===== src/rtl/clint_timer.sv =====
// ----------------------------------------------------------------------------
// clint_timer
// Core-local interrupt source: 64-bit mtime counter, 64-bit mtimecmp and
// msip, memory-mapped on a simple always-ready request/response bus.
//
// Ports
//   clk                  clock, all state updates on rising edge
//   arstn                asynchronous active-low reset
//   i_req_valid          request strobe (no backpressure)
//   i_req_we             1 = write, 0 = read
//   i_req_addr           word address
//                          0 msip, 1 mtimecmp lo, 2 mtimecmp hi,
//                          3 mtime lo, 4 mtime hi (shadow on read)
//   i_req_wdata          write data
//   o_resp_valid         response strobe, one cycle after each request
//   o_resp_rdata         read data (0 for writes and errors)
//   o_resp_err           request hit an unmapped address (5..7)
//   o_timer_int_call     level, mtime >= mtimecmp (MTIP source)
//   o_software_int_call  level, msip[0] (MSIP source)
// ----------------------------------------------------------------------------
module clint_timer #(
    parameter int          DATA_WIDTH   = 32,
    parameter int          ADDR_WIDTH   = 3,
    parameter int          PRESCALE     = 1,
    parameter logic [63:0] MTIMECMP_RST = 64'hFFFF_FFFF_FFFF_FFFF
) (
    input  logic                  clk,
    input  logic                  arstn,
    input  logic                  i_req_valid,
    input  logic                  i_req_we,
    input  logic [ADDR_WIDTH-1:0] i_req_addr,
    input  logic [DATA_WIDTH-1:0] i_req_wdata,
    output logic                  o_resp_valid,
    output logic [DATA_WIDTH-1:0] o_resp_rdata,
    output logic                  o_resp_err,
    output logic                  o_timer_int_call,
    output logic                  o_software_int_call
);

    localparam int PW = (PRESCALE > 1) ? $clog2(PRESCALE) : 1;
    localparam logic [PW-1:0] PS_LAST = PW'(PRESCALE - 1);

    localparam logic [ADDR_WIDTH-1:0] A_MSIP   = ADDR_WIDTH'(0);
    localparam logic [ADDR_WIDTH-1:0] A_CMP_LO = ADDR_WIDTH'(1);
    localparam logic [ADDR_WIDTH-1:0] A_CMP_HI = ADDR_WIDTH'(2);
    localparam logic [ADDR_WIDTH-1:0] A_MT_LO  = ADDR_WIDTH'(3);
    localparam logic [ADDR_WIDTH-1:0] A_MT_HI  = ADDR_WIDTH'(4);

    logic [PW-1:0]         presc_q, presc_d;
    logic [63:0]           mtime_q, mtime_d;
    logic [63:0]           mtimecmp_q, mtimecmp_d;
    logic                  msip_q, msip_d;
    logic [31:0]           shadow_q, shadow_d;
    logic                  resp_valid_q, resp_valid_d;
    logic [DATA_WIDTH-1:0] rdata_q, rdata_d;
    logic                  err_q, err_d;
    logic                  timer_q, timer_d;
    logic                  sw_q, sw_d;

    logic                  tick;
    logic                  wr;
    logic                  rd;
    logic [31:0]           wdata;

    always_comb begin
        wdata = i_req_wdata[31:0];
        wr    = i_req_valid & i_req_we;
        rd    = i_req_valid & ~i_req_we;

        tick    = (presc_q == PS_LAST);
        presc_d = tick ? '0 : presc_q + PW'(1);

        mtime_d    = tick ? mtime_q + 64'd1 : mtime_q;
        mtimecmp_d = mtimecmp_q;
        msip_d     = msip_q;
        shadow_d   = shadow_q;

        // A write to either mtime half overrides the tick: the written half
        // takes wdata, the other half keeps its pre-edge value (no carry).
        if (wr) begin
            case (i_req_addr)
                A_MSIP:   msip_d            = wdata[0];
                A_CMP_LO: mtimecmp_d[31:0]  = wdata;
                A_CMP_HI: mtimecmp_d[63:32] = wdata;
                A_MT_LO:  mtime_d           = {mtime_q[63:32], wdata};
                A_MT_HI: begin
                    mtime_d  = {wdata, mtime_q[31:0]};
                    shadow_d = wdata;
                end
                default: ;
            endcase
        end

        // Reading the low half freezes the high half so a two-read sequence
        // sees a coherent 64-bit value even if a carry lands in between.
        if (rd && i_req_addr == A_MT_LO) begin
            shadow_d = mtime_q[63:32];
        end

        rdata_d = '0;
        err_d   = 1'b0;
        if (i_req_valid) begin
            case (i_req_addr)
                A_MSIP:   if (rd) rdata_d = DATA_WIDTH'({31'd0, msip_q});
                A_CMP_LO: if (rd) rdata_d = DATA_WIDTH'(mtimecmp_q[31:0]);
                A_CMP_HI: if (rd) rdata_d = DATA_WIDTH'(mtimecmp_q[63:32]);
                A_MT_LO:  if (rd) rdata_d = DATA_WIDTH'(mtime_q[31:0]);
                A_MT_HI:  if (rd) rdata_d = DATA_WIDTH'(shadow_q);
                default:  err_d = 1'b1;
            endcase
        end

        resp_valid_d = i_req_valid;
        // Compare against the values being loaded this edge so the line
        // tracks the registers with no extra cycle of lag.
        timer_d      = (mtime_d >= mtimecmp_d);
        sw_d         = msip_q;
    end

    always_ff @(posedge clk or negedge arstn) begin
        if (!arstn) begin
            presc_q      <= '0;
            mtime_q      <= '0;
            mtimecmp_q   <= MTIMECMP_RST;
            msip_q       <= 1'b0;
            shadow_q     <= '0;
            resp_valid_q <= 1'b0;
            rdata_q      <= '0;
            err_q        <= 1'b0;
            timer_q      <= 1'b0;
            sw_q         <= 1'b0;
        end else begin
            presc_q      <= presc_d;
            mtime_q      <= mtime_d;
            mtimecmp_q   <= mtimecmp_d;
            msip_q       <= msip_d;
            shadow_q     <= shadow_d;
            resp_valid_q <= resp_valid_d;
            rdata_q      <= rdata_d;
            err_q        <= err_d;
            timer_q      <= timer_d;
            sw_q         <= sw_d;
        end
    end

    assign o_resp_valid        = resp_valid_q;
    assign o_resp_rdata        = rdata_q;
    assign o_resp_err          = err_q;
    assign o_timer_int_call    = timer_q;
    assign o_software_int_call = sw_q;

endmodule

===== config.mk =====
export PLATFORM = sky130hd
export DESIGN_NAME = clint_timer
export DESIGN_NICKNAME = d
export VERILOG_FILES = /design/src/rtl/clint_timer.sv
export SDC_FILE = /design/constraint.sdc
export NUM_CORES = 1
export LEC_CHECK = 0
export CAP_MARGIN = 20
export CORE_MARGIN = 1
export CORE_UTILIZATION = 35
export DETAILED_ROUTE_END_ITERATION = 8
export GPL_ROUTABILITY_DRIVEN = 0
export PLACE_DENSITY = 0.61
export SLEW_MARGIN = 5
export SYNTH_ARGS = -nofsm -noshare
export SYNTH_HDL_FRONTEND = slang
export SYNTH_SLANG_ARGS = --single-unit

===== constraint.sdc =====
create_clock -name clk -period 3.9 [get_ports clk]
set_input_delay 0.585 -clock clk [delete_from_list [all_inputs] [get_ports clk]]
set_output_delay 0.585 -clock clk [all_outputs]
set_load 0.05 [all_outputs]

==> results.json <==
{
  "maxSlewViolCount": 0,
  "drv_cap": 0,
  "vias": 10100,
  "setup_slack_ns": 0.234,
  "rrSetupSlack_ns": 0.23,
  "grt_usage_pct": 22.8,
  "fin_crit_sh_pct": 94.0,
  "yosysTopAreaCell": "dfrtp_1",
  "fp.dieW_um": 182,
  "status": "finished, final reports clean",
  "io_buffers": 74,
  "grt_pass1_wl_mm": 59.2,
  "cts_made_buffers": 17,
  "drt-pass1-iter-count": 5,
  "ys_types": 61,
  "crit_type": "reg2reg",
  "cp_data_required_time_ns": 4.20,
  "netlist.area_leader.share_pct": 29.5,
  "n_antenna_cell": 0,
  "area_growth_pct": 22.7,
  "synth_edf_count": 0,
  "gr-total-overflow": 0,
  "layout.cells.non_filler": 1705,
  "synthFlopType": "dfrtp_1",
  "setup_viol_count_final": 0,
  "core_area_mm2": 0.0316,
  "nets": 1394,
  "slew_headroom_pct": 35.8,
  "ir_worst_vdd_uv": 306,
  "drive_gt1_share_pct": 21.2,
  "cts_sinks": 197,
  "cts_tree": "done",
  "drt_wl_total_mm": 36.7,
  "syn_avg_cell_area_um2": 9.65,
  "worstRegToRegCells": 13,
  "seq_area_frac_synth_pct": 44.4,
  "endpoint_kind": "flip-flop",
  "synth_nets": 1273,
  "arrival_ns": 3.96,
  "cp-start-kind": "flip-flop",
  "timing.setup.tns_ns": 0,
  "yosys-top-cells-count": "nand2_1 (139), dfrtp_1 (133), a22oi_1 (116)",
  "max_freq_mhz": 273,
  "yosys-top-cells-area": "dfrtp_1 (29%), dfstp_2 (15%), a22oi_1 (7.7%)",
  "num_rows": 65,
  "drt-initial-drc-count": 970,
  "start_util_pct": 35.7,
  "p_leak_uw": 0.00589,
  "via_per_inst": 5.93,
  "htree_levels": 4,
  "pin_count": 75,
  "antenna_found_initial": 0,
  "skew_ns": 0.0156,
  "yosysMostFrequentCell": "nand2_1",
  "synthArstFlopShare_pct": 100,
  "reg2reg_from": "mtime_q[11]$_DFF_PN0_",
  "reg2reg_to": "o_timer_int_call$_DFF_PN0_",
  "synth_seq_cells": 197,
  "first_global_vias": 10300,
  "hold_slack_ns": 0.183,
  "yosys_warnings": 0,
  "synthCells": 1169,
  "cp_max_fo": 8,
  "place_inst": 1672,
  "min_period_ns": 3.67,
  "holdCritPathClass": "in2async",
  "netlist_area_mm2": 0.0113,
  "cellPowerDensity_mw_per_mm2": 516,
  "clk_latency_ns": 0.44,
  "hold_viol_final": 0,
  "clk_pin_slew_worst_paths_ns": 0.07,
  "dp_hpwl_mm": 26.1,
  "die_y_um": 182,
  "cts-root-buf": "clkbuf_16",
  "grt_start_max_net_pins": 72,
  "wl_per_cell_um": 21.5,
  "clock_path_buffers": 2,
  "fin_total_pwr_uw": 7150,
  "rsz0062_at_grt": "false",
  "dieArea_mm2": 0.0330,
  "detail-route-antenna-nets": 0,
  "dp_slack_ns": -0.163,
  "worst_pin_slew_ns": 0.960,
  "drc": 0
}
[layout by cell type (no fill, tap or decap), types with 6 or more instances in the layout]
master / count
a21oi_1: 58
a22o_1: 23
a22oi_1: 116
a31oi_1: 29
and2_1: 9
and3_1: 10
and4_1: 8
buf_12: 11
buf_4: 97
clkbuf_16: 17
clkdlybuf4s50_1: 73
dfrtp_1: 129
dfstp_2: 64
ha_1: 65
inv_1: 69
mux2_2: 46
mux2i_1: 21
nand2_1: 137
nand3_1: 48
nand4_1: 30
nor2_1: 47
nor3_1: 9
o211ai_1: 23
o21ai_0: 19
o311ai_0: 13
o31ai_1: 15
or4_1: 9
xor2_1: 6
[worst max-delay path, cell delays in order, from the launching register on]
cell and delay (ns):
dfrtp_1 0.46, nand4_1 0.20, or2_4 0.35, buf_4 0.20
nor3_1 0.54, nand4_1 0.23, o311ai_1 0.39, ha_1 0.34
nand2_1 0.07, o21a_1 0.17, o211a_1 0.15, a221oi_1 0.08
a211oi_1 0.24, o211ai_1 0.12
[flip-flops by register name (all words and copies together), names as in the netlist]
register             flops
o_software_int_call      1
o_resp_valid             1
msip_q                   1
mtime_q                 64
o_resp_err               1
shadow_q                32
o_resp_rdata            32
o_timer_int_call         1
mtimecmp_q              64
[area by class of cell]
class	instances	area, um2
repair buffers	182	1690
fillers	3010	17800
well taps	402	503
clock inverters	10	123
clock buffers	22	474
flip-flops and latches	197	5010
inverters	69	259
multi-input cells	823	5780
[worst max-delay path by stage]
stage                                from                    endpoint  slack, ns
global placement            i_req_addr[0]  o_timer_int_call$_DFF_PN0_      -0.20
finish              mtime_q[11]$_DFF_PN0_  o_timer_int_call$_DFF_PN0_       0.23
detailed placement          i_req_addr[0]  o_timer_int_call$_DFF_PN0_      -0.16
CTS                 mtime_q[11]$_DFF_PN0_  o_timer_int_call$_DFF_PN0_       0.03
floorplan                   i_req_addr[1]  o_timer_int_call$_DFF_PN0_       0.33
global route        mtime_q[21]$_DFF_PN0_  o_timer_int_call$_DFF_PN0_       0.02
[cells by family (layout without fill, tap and decap cells)]
logic type                 after synthesis  count (layout)  share of synthesized area [%]
and+or+nand+nor                        347             347                           15.2
AOI/OAI and AO/OA                      338             338                           21.1
DFF                                    197             197                           44.4
buffers and inverters                  149             283                           5.19
muxes                                   67              67                           6.45
adders and majority gates               65              65                           7.21
xor gates and xnor gates                 6               6                          0.466
[repair_timing]
item                       in CTS  in global routing
hold buffers                    0                  0
buffers inserted                0                  1
setup endpoints to repair       1                  1
resized for setup               1                 19
pin swaps                       0                  1
[stage by stage]
step | utilization [%] | instance area, um2
floorplan | - | 11300
global placement | 41.7 | 13200
detailed placement | 41.7 | 13200
CTS | 43.5 | 13800
global route | 43.8 | 13800
finish | 43.8 | 13800
[power breakdown]
| group | internal, uW | switching, uW |
|---|---|---|
| sequential | 2610 | 418 |
| combinational | 1010 | 1290 |
| clock | 1000 | 819 |
| total | 4620 | 2530 |
[per-layer routing]
metal	up-vias	share of wire [%]	wire length [um]	global-route usage [%]
met5	-	0	0	0
met4	0	1.7	606	5.93
met3	55	6.6	2410	3.21
met2	415	46	17000	36.9
met1	5005	45	16700	32.0
li1	4631	-	-	-
No activity file was read; power rests on OpenSTA's default activity.
